--- src/rtl/coeff_loader.sv ---
// coeff_loader: walks coefficient_num through F0..F3 whenever the slave's
// new-coefficient flag is pending, pulsing load_coeff once per coefficient and
// handshaking on the FIR controller's modwait. After the set (or a handshake
// timeout) it pulses clear_new_coeff back to the slave.
// Optional feature macro: COEFF_LOADER_CHECKSUM_EN adds a mod-2^16 checksum of
// the last loaded set; without it checksum is tied to zero.
module coeff_loader #(
    parameter int TIMEOUT = 8
) (
    input  logic        clk,
    input  logic        rst,
    input  logic        new_coefficient_set,
    input  logic        modwait,
    input  logic [15:0] fir_coefficient,
    output logic [1:0]  coefficient_num,
    output logic        load_coeff,
    output logic        clear_new_coeff,
    output logic        loading,
    output logic        load_err,
    output logic [15:0] checksum
);

    localparam logic [2:0] S_IDLE      = 3'd0;
    localparam logic [2:0] S_LOAD      = 3'd1;
    localparam logic [2:0] S_WAIT_ACK  = 3'd2;
    localparam logic [2:0] S_WAIT_DONE = 3'd3;
    localparam logic [2:0] S_CLEAR     = 3'd4;

    localparam logic [7:0] CNT_LAST = 8'(TIMEOUT - 1);

    logic [2:0] state_q, state_d;
    logic [1:0] idx_q, idx_d;
    logic [7:0] cnt_q, cnt_d;
    logic       load_err_q, load_err_d;
    logic       start_set;    // IDLE -> LOAD: a new set begins
    logic       enter_clear;  // any transition into CLEAR

    // Next-state, index, timeout counter and error flag
    always_comb begin
        state_d     = state_q;
        idx_d       = idx_q;
        cnt_d       = cnt_q;
        load_err_d  = load_err_q;
        start_set   = 1'b0;
        enter_clear = 1'b0;
        case (state_q)
            S_IDLE: begin
                idx_d = 2'd0;
                // A pending set waits until the controller is idle.
                if (new_coefficient_set && !modwait) begin
                    state_d    = S_LOAD;
                    load_err_d = 1'b0;
                    start_set  = 1'b1;
                end
            end
            S_LOAD: begin
                state_d = S_WAIT_ACK;
                cnt_d   = 8'd0;
            end
            S_WAIT_ACK: begin
                if (modwait) begin
                    state_d = S_WAIT_DONE;
                end else if (cnt_q == CNT_LAST) begin
                    // Abandon the rest of the set but still clear the flag.
                    state_d     = S_CLEAR;
                    load_err_d  = 1'b1;
                    enter_clear = 1'b1;
                end else begin
                    cnt_d = cnt_q + 8'd1;
                end
            end
            S_WAIT_DONE: begin
                // No timeout here: the controller may stay busy indefinitely.
                if (!modwait) begin
                    if (idx_q == 2'd3) begin
                        state_d     = S_CLEAR;
                        enter_clear = 1'b1;
                    end else begin
                        idx_d   = idx_q + 2'd1;
                        state_d = S_LOAD;
                    end
                end
            end
            S_CLEAR: begin
                state_d = S_IDLE;
                idx_d   = 2'd0;
            end
            default: begin
                state_d = S_IDLE;
                idx_d   = 2'd0;
            end
        endcase
    end

    // Control state registers
    always_ff @(posedge clk or posedge rst) begin
        if (rst) begin
            state_q    <= S_IDLE;
            idx_q      <= 2'd0;
            cnt_q      <= 8'd0;
            load_err_q <= 1'b0;
        end else begin
            state_q    <= state_d;
            idx_q      <= idx_d;
            cnt_q      <= cnt_d;
            load_err_q <= load_err_d;
        end
    end

`ifdef COEFF_LOADER_CHECKSUM_EN
    logic [15:0] acc_q, acc_d;
    logic [15:0] checksum_q, checksum_d;

    // Accumulate each coefficient as it is loaded; capture the sum on CLEAR entry
    always_comb begin
        acc_d      = acc_q;
        checksum_d = checksum_q;
        if (start_set) begin
            acc_d = 16'h0000;
        end else if (state_q == S_LOAD) begin
            acc_d = acc_q + fir_coefficient;
        end
        if (enter_clear) begin
            checksum_d = acc_q;
        end
    end

    // Checksum registers
    always_ff @(posedge clk or posedge rst) begin
        if (rst) begin
            acc_q      <= 16'h0000;
            checksum_q <= 16'h0000;
        end else begin
            acc_q      <= acc_d;
            checksum_q <= checksum_d;
        end
    end

    assign checksum = checksum_q;
`else
    // The coefficient value is only needed for the checksum.
    logic unused_fir;
    logic unused_flags;
    assign unused_fir   = ^fir_coefficient;
    assign unused_flags = start_set ^ enter_clear;
    assign checksum     = 16'h0000;
`endif

    // Moore output decode
    assign coefficient_num = idx_q;
    assign load_coeff      = (state_q == S_LOAD);
    assign clear_new_coeff = (state_q == S_CLEAR);
    assign loading         = (state_q != S_IDLE);
    assign load_err        = load_err_q;

endmodule

--- config.mk ---
export PLATFORM = sky130hd
export DESIGN_NAME = coeff_loader
export DESIGN_NICKNAME = d
export VERILOG_FILES = /design/src/rtl/coeff_loader.sv
export SDC_FILE = /design/constraint.sdc
export NUM_CORES = 1
export LEC_CHECK = 0
export ABC_AREA = 0
export CAP_MARGIN = 20
export CORE_UTILIZATION = 48
export CTS_BUF_LIST = sky130_fd_sc_hd__clkbuf_8
export DETAILED_ROUTE_END_ITERATION = 6
export PLACE_DENSITY = 0.87
export RECOVER_POWER = 100
export REMOVE_ABC_BUFFERS = 1
export SLEW_MARGIN = 20
export SYNTH_ARGS = -nofsm -noshare
export SYNTH_HDL_FRONTEND = slang
export SYNTH_SLANG_ARGS = --single-unit
--- constraint.sdc ---
create_clock -name clk -period 3.8 [get_ports clk]
set_clock_uncertainty 0.15 [all_clocks]
set_input_delay 0.38 -clock clk [delete_from_list [all_inputs] [get_ports clk]]
set_output_delay 0.38 -clock clk [all_outputs]
set_load 0.05 [all_outputs]
==> results.md <==
- Die Y: 48.5 um
- Synth Warn #: 0
- Worst slew margin: 0.267
- CP max stage delay: 0.87 ns
- Initial antenna violation count: 0
- Post-synth top flop: dfrtp_1
- I/O pin count: 42
- Port buffer count: 9
- Die Width: 48.5 um
- Global-route wire length before repair: 3.26 mm
- Register area: 350 sq um
- Most common cell after layout, fill and taps aside: conb_1
- Clk root buf: clkbuf_8
- WL/cell: 12.3 um
- CTS resizes: 0
- Core area: 2000 sq um
- Pre-CTS WS: 1.19 ns
- Tot GR Track Use: 0.182
- Slew Limit Fails: 0
- RePlAce Congestion: 0.826
- CP max FO: 16
- Number of synthesized register bits: 14
- Critical path's top delay family: buffers and inverters
- # setup viols final: 0
- Final WL: 1.81 mm
- PnR Total Power: 0.654 mW
- Syn_area_per_cell: 9.11 sq um
- Mapped Area: 1040 sq um
- Area of the multi-input gates: 547 sq um
- Leakage: 0.538 nW
- Vias in the first global route: 760
- Post-synth EDFFs: 0
- Area delta synth->final: 4.10%
- Logic pwr share: 0.455
- Post-route core utilization: 0.540
- Max VDD drop: 0.000337 V
- H-tree levels: 1
- Fin Setup TNS: 0 ns
- Post-CTS Setup Repair Bufs: 0
- Worst-Skew Late Latency: 0.24 ns
- Vias/cell: 5.41
- Sw Share: 0.457
- Crit end category: output pin
- Max Fclk: 0.343 GHz
- RSZ-0062 raised after global routing: false
- First drt pass iteration count: 4
- Hold Worst Slack: 0.374 ns
- Site Rows: 16
- Antenna fix cells: 0
- Worst Path Buf+Inv: 2
- Gr busiest metal: met2
- Most frequent cells in the layout: conb_1, dfrtp_1, nand2_1
- CTS tree: yes
- Fin crit share: 0.767
- GR met3 Demand/Resource: 0.0503
- DIE AREA: 2350 sq um
- WP data required: 3.27 ns
- R2R setup slack: 1.05 ns
- Overflow left after global routing: 0
- Final min period: 2.92 ns
- Number of CTS-inserted buffers: 3
- Max stage delay cell, worst path: dlygate4sd3_1
- Switching power: 0.299 mW
- Ratio of cells with drive above 1 in the final layout: 0.100
- Max Cap Violations: 0
- Layout fillers: 204
- Synth area leaders: dfrtp_1, buf_4, o21ai_0, nand2_1, a21oi_1
- Status: finished clean
- Dominant cell type by area after synthesis: dfrtp_1
- Clock power share: 0.183
- Hold Vio Cnt, Final: 0
- First-iteration detailed-routing DRC count: 8
- Hold WC Path Type: reg2reg
- Synth cell types: 42
- Seq/Total Area, Yosys: 0.337
- Reg power frac: 0.362
- Slack of the critical path: 0.885 ns
- Critical path cell sequence: or3b_1 -> inv_1 -> dlygate4sd3_1
- CP Class: reg2out
- Remaining DRCs: 0
- Final ANT Viol Nets: 0
- P_int: 0.355 mW
- Worst slew pin tran: 1.09 ns
- Final net count: 144
- CTS sink cnt: 14
- Initial core utilization: 0.519
- Vias after detailed routing: 795
- DP Wirelength: 1.28 mm
- Ys async rst share: 1.00
- Hold buffer count at cts: 0
- Yosys top cell area share: 0.337
- Startpoint types: flip-flop
- CP Data Arrival Time: 2.39 ns
- GR Util met1: 0.229
- Max clock buf depth: 2
- Cells after Synth: 114
- Largest net degree at the start of global routing: 17
- PD cells: 605 nW/um^2
- Clk slew on worst S/H paths: 0.06 ns
- Met2 usage: 0.286
## per-layer routing
| layer | vias to the layer above | wire length [um] |
|---|---|---|
| li1 | 388 | - |
| met1 | 382 | 844 |
| met2 | 23 | 873 |
| met3 | 2 | 73 |
| met4 | 0 | 21 |
| met5 | - | 0 |
## power groups by stage
stage	registers [mW]	logic [mW]	clock network (mW)
after floorplan	0.236	0.242	0
after global placement	0.240	0.307	0
after detailed placement	0.244	0.314	0
after CTS	0.243	0.316	0.123
after global routing	0.246	0.327	0.136
final	0.237	0.297	0.120
## stage by stage
stage / instance area (sq um) / cells
floorplan: 948 / 108
global placement: 1070 / 144
detailed placement: 1070 / 144
CTS: 1110 / 147
global route: 1080 / 147
finish: 1080 / 147
## cells in the mapped netlist, drive strengths merged, types with 2 or more instances
| cell type | n |
|---|---|
| buf | 17 |
| a21o | 2 |
| o21ai | 8 |
| clkbuf | 4 |
| or3b | 2 |
| or4 | 2 |
| nand3 | 4 |
| nor4b | 2 |
| nand2 | 9 |
| ha | 2 |
| nor2 | 8 |
| a21oi | 6 |
| dfrtp | 14 |
| a2111oi | 2 |
| a21boi | 2 |
| nor3 | 2 |
| and2 | 2 |
| nor2b | 2 |
| mux2 | 2 |
| and3 | 3 |
| a22o | 2 |
| inv | 5 |
## registers in the layout, summed over array words and instances (netlist names)
signal / flops
state_q: 3
coefficient_num: 2
cnt_q: 8
load_err: 1
## cell families (layout without fill, tap and decap cells)
kind of cell	Yosys count	after routing	share of synthesized area
DFF	14	14	0.337
adders and majority gates	2	2	0.0241
and+or+nand+nor	40	40	0.229
xor gates and xnor gates	1	1	0.00844
other	1	16	0.00361
muxes	3	3	0.0386
buffers and inverters	26	17	0.159
AOI/OAI and AO/OA	27	27	0.200
## worst paths after layout
| path | from | endpoint | depth (start not counted) |
|---|---|---|---|
| setup / recovery | state_q[0] | load_coeff | 3 |
| hold / removal | load_err | load_err | 2 |
| setup reg to reg | cnt_q[4] | state_q[2] | 4 |
| hold reg to reg | load_err | load_err | 2 |
| max in group asynchronous | rst | cnt_q[4] | 2 |
| min in group asynchronous | rst | cnt_q[7] | 2 |
## worst register-to-register path: cells and delay by family (launching register included)
kind	cells	cell delay, ns
AO/OA/AOI/OAI	3	1.49
flip-flops	1	0.42
AND/OR/NAND/NOR	1	0.59
## cell type report
| cell class | instances | area share |
|---|---|---|
| multi-input cells | 89 | 0.506 |
| flip-flops and latches | 14 | 0.324 |
| repair buffers | 9 | 0.0833 |
| clock buffers | 3 | 0.0382 |
| well taps | 27 | 0.0312 |
| inverters | 5 | 0.0174 |
(Power assumes the default switching activity.)
==> edit 1 (same flow settings) <==
Add a define of `COEFF_LOADER_CHECKSUM_EN`.
--- a/src/rtl/coeff_loader.sv
+++ b/src/rtl/coeff_loader.sv
@@ -4,6 +4,8 @@
 // timeout) it pulses clear_new_coeff back to the slave.
 // Optional feature macro: COEFF_LOADER_CHECKSUM_EN adds a mod-2^16 checksum of
 // the last loaded set; without it checksum is tied to zero.
+`define COEFF_LOADER_CHECKSUM_EN
+
 module coeff_loader #(
     parameter int TIMEOUT = 8
 ) (
Formal check against the unedited RTL: same outputs for any inputs over 10 cycles, from zero or initial values and one cycle with rst high; that may be too few to reach the edited logic, so the function may still have changed.
==> edit 1 against the original RTL <==
  * Final area grew to 3.0 times the old value
  * Synthesized area increased to 2.6 times the old value
  * Synthesized cell count is 130% higher
  * Total power increased to 3.7 times the old value
  * Global-route usage grew 1.8 points
  * Cell count rose to 2.6 times the old value
  * Hold slack worse by 0.033 ns
  * Worst setup slack got worse by 0.18 ns
  * Routed wire length grew to 3.1 times the old value
  * Sequential cell count increased by 32
==> edit 1: results <==
{
  "outcome": "complete, no violations",
  "p_leak_uw": 0.00158,
  "global_route.usage.met1": 0.268,
  "grt_start_max_net_pins": 29,
  "cts_root_buf": "clkbuf_8",
  "insertion_delay_ns": 0.30,
  "final_layout_size_suffix_gt1_frac": 0.0623,
  "synthFlopType": "dfrtp_1",
  "nets": 342,
  "grt_first_pass_wirelength_mm": 9.54,
  "cts_buffers": 5,
  "async_flop_share": 1.00,
  "h-tree-depth": 2,
  "ys_warn_count": 0,
  "worst_slew_pin_slew_ns": 1.05,
  "drt_iter0_drc": 135,
  "grt_pass1_vias": 2074,
  "synth_common_cells": "46 x dfrtp_1, 24 x nand2_1, 23 x o21ai_0",
  "antenna_cells": 0,
  "cts.clk_slew.worst_paths_ns": 0.08,
  "use_met3": 0.0369,
  "clk_path_buf_depth": 2,
  "use_met2": 0.322,
  "cpPeakStageDelay_ns": 0.89,
  "detailedRoute.firstPassIterationCount": 4,
  "vdd_drop_max_uv": 338,
  "critPathArrivalTime_ns": 2.57,
  "synth-edff-count": 0,
  "vias_per_cell": 5.63,
  "yosysSeqAreaShare": 0.425,
  "reg2reg_slack_ns": 1.07,
  "timing.hold.ws_ns": 0.340,
  "antenna_found_initial": 0,
  "fillers": 461,
  "port_buffers": 41,
  "placed_area_sq_um": 3180,
  "gp_congestion": 0.886,
  "post_cts_resize_count": 0,
  "synth_cell_types": 51,
  "critical_path.slowest_cell": "dlygate4sd3_1",
  "postCtsSetupBuffers": 0,
  "synth_top_cells_by_area": "dfrtp_1 42%, ha_1 7.8%, mux2_4 5.5%, o21ai_0 4.2%, mux2_2 3.3%",
  "wire_per_inst_um": 14.9,
  "hold_class": "flop to flop",
  "dp_hpwl_mm": 4.12,
  "cp_max_fo": 16,
  "grt_usage": 0.201
}
## edit 1: cell count changes in the layout (fill, tap and decap cells not counted), moves of 7 or more
cell and delta:
a21oi_1 +7, clkdlybuf4s50_1 +15, conb_1 -16, dfrtp_1 +32
dlygate4sd3_1 +17, ha_1 +15, mux2_1 +10, mux2_2 +8
nand2_1 +15, nor2_1 +8, o21ai_0 +17, xnor2_1 +9
xor2_1 +8
## edit 1: cell families (layout without fill, tap and decap cells)
group                    count (synthesis)  count (layout)  share of synthesized area
XOR/XNOR                                18              18                     0.0581
adder cells (fa/ha/maj)                 18              18                     0.0858
buffers and inverters                   18              60                     0.0314
multiplexers                            19              19                     0.0923
flip-flops                              46              46                      0.425
AO/OA/AOI/OAI                           69              69                      0.160
AND/OR/NAND/NOR                         75              75                      0.148
## edit 1: critical path: cells and delay by family, from the launching register on
kind                   cells  cell delay (ns)
DFF                        1             0.61
buffers and inverters      3             1.23
and+or+nand+nor            1             0.42
## edit 1: metal layers
layer	share of wire	wire length (um)
met1	0.45	2520
met5	0	0
met3	0.052	291
met4	0.017	95
met2	0.48	2670
## edit 1: final cells by class
class | count | area (sq um) | share of cell area
multi-input combinational | 199 | 1420 | 0.442
inverter | 8 | 30.0 | 0.00936
timing repair buffer | 44 | 425 | 0.133
clock inverter | 2 | 12.5 | 0.00390
clock buffer | 6 | 82.6 | 0.0257
sequential | 46 | 1150 | 0.359
tap | 70 | 87.6 | 0.0273
## edit 1: stage by stage
stage / instances / util / worst slack [ns] / total power, uW
detailed placement: 367 / 0.603 / 0.942 / 2180
floorplan: 253 / - / 1.55 / 1790
finish: 375 / 0.609 / 0.700 / 2410
global placement: 367 / 0.603 / 1.01 / 2130
CTS: 375 / 0.621 / 0.711 / 2500
global route: 375 / 0.609 / 0.519 / 2600
## edit 1: worst paths after layout
| check | startpoint | end | cells after the start |
|---|---|---|---|
| hold / removal | checksum[8] | checksum[8] | 1 |
| hold reg to reg | checksum[8] | checksum[8] | 1 |
| min in group asynchronous | rst | cnt_q[7] | 2 |
| setup reg to reg | cnt_q[0] | checksum[3] | 6 |
| max in group asynchronous | rst | acc_q[7] | 3 |
| setup / recovery | state_q[0] | load_coeff | 4 |
## edit 1: power breakdown
group          leakage [uW]  total [uW]  internal, uW  switching [uW]
logic              0.000924        1290           507             783
clock network     0.0000472         316           146             170
registers          0.000613         808           654             155
==> edit 2 (same settings) <==
Made on the original files. Put one more register stage on the output `load_err`, cleared by the reset. The value now appears one clock later. The other outputs are not delayed to match.
--- a/src/rtl/coeff_loader.sv
+++ b/src/rtl/coeff_loader.sv
@@ -151,7 +151,13 @@
     assign load_coeff      = (state_q == S_LOAD);
     assign clear_new_coeff = (state_q == S_CLEAR);
     assign loading         = (state_q != S_IDLE);
-    assign load_err        = load_err_q;
+    always_ff @(posedge clk or posedge rst) begin
+        if (rst) begin
+            load_err <= '0;
+        end else begin
+            load_err <= load_err_q;
+        end
+    end
 
 endmodule
 
Behaviour: same outputs for any inputs over 10 cycles, from zero or initial values and one cycle with rst high; that may be too few to reach the edited logic, so the function may still have changed.
==> edit 2 against the original RTL <==
  * Synthesized area down 6.5%
  * Clock power up 4%
  * Sequential power up 16%
  * Critical endpoint unchanged
  * Worst setup slack better by 0.088 ns
  * Global-route usage up 0.88 points
  * Total power up 12%
  * Sequential cell count up 1
  * Routed wire length unchanged
  * Critical path type unchanged
  * Final area down 2.3%
  * Hold slack worse by 0.12 ns
==> edit 2: results <==
{
  "outcome": "complete, no violations",
  "grt_start_max_net_pins": 16,
  "period_needed_ns": 2.83,
  "synth_top_cells_by_area": "dfrtp_1 39%, buf_4 12%, o21ai_0 3.1%, a21oi_1 2.6%, and3_1 2.6%",
  "nets": 137,
  "rr_startpoint": "state_q[1]",
  "vdd_drop_max_uv": 364,
  "synth_fa_ha_area_frac": 0.0258,
  "synthMuxAreaShare": 0.0103,
  "relSlewSlack": 0.490,
  "final_layout_size_suffix_gt1_frac": 0.0526,
  "pre_cts_slack_ns": 1.26,
  "fillers": 157,
  "dp_hpwl_mm": 1.34,
  "grt_first_pass_wirelength_mm": 2.88,
  "reg2reg_slack_ns": 1.55,
  "synth_cell_types": 39,
  "yosysSeqAreaShare": 0.387,
  "vias_per_cell": 5.67,
  "r2r-end": "cnt_q[4]",
  "grt_pass1_vias": 668,
  "synth_common_cells": "16 x buf_4, 15 x dfrtp_1, 6 x nand2_1, 6 x o21ai_0, 5 x a21oi_1",
  "synth_compound_area_frac": 0.192,
  "hold_start": "load_err_q",
  "gp_congestion": 0.772,
  "yosys.area_share.xor_xnor": 0,
  "p_leak_uw": 0.000526
}
edit 2: metrics by stage:
step / total power, uW / area [sq um] / hold slack [ns] / cells
after floorplan: 521 / 896 / 0.131 / 101
after global placement: 603 / 1020 / 0.228 / 135
after detailed placement: 617 / 1020 / 0.246 / 135
after CTS: 745 / 1060 / 0.260 / 139
after global routing: 778 / 1060 / 0.272 / 139
final: 730 / 1060 / 0.257 / 139
edit 2: layer usage:
layer / wire length, um / GRT usage
met5: 0 / 0
met4: 44 / 0.143
met3: 106 / 0.0231
met2: 860 / 0.292
met1: 801 / 0.247
edit 2: worst reg2reg max path: stages (launching register included):
cell     delay (ns)
dfrtp_1        0.58
nor4b_1        0.68
o31a_4         0.30
nor2_1         0.11
a211o_1        0.32
edit 2: worst min path at each step:
stage,to,slack [ns]
5_1_grt,load_err,0.27
3_3_place_gp,load_err,0.23
6_report,load_err,0.26
3_5_place_dp,load_err,0.25
4_1_cts,load_err,0.26
2_1_floorplan,cnt_q[0],0.13
edit 2: cell families (layout without fill, tap and decap cells):
kind of cell,after synthesis,after routing
compound gates,26,26
flops,15,15
buf+inv,23,17
mux,1,1
other cells,1,16
fa+ha+maj,2,2
simple gates,37,37
edit 2: final cells by class:
cell class,instances,area [sq um],share of cell area
Multi-Input combinational cell,82,499,0.473
Clock buffer,3,41.3,0.0391
Clock inverter,1,3.75,0.00355
Inverter,4,15.0,0.0142
Tap cell,25,31.3,0.0296
Timing Repair Buffer,9,90.1,0.0853
Sequential cell,15,375,0.355
edit 2: power breakdown:
| part | switching [uW] | total [uW] | internal, uW |
|---|---|---|---|
| clock | 53.6 | 125 | 71.5 |
| sequential | 73.1 | 276 | 203 |
| combinational | 214 | 329 | 115 |
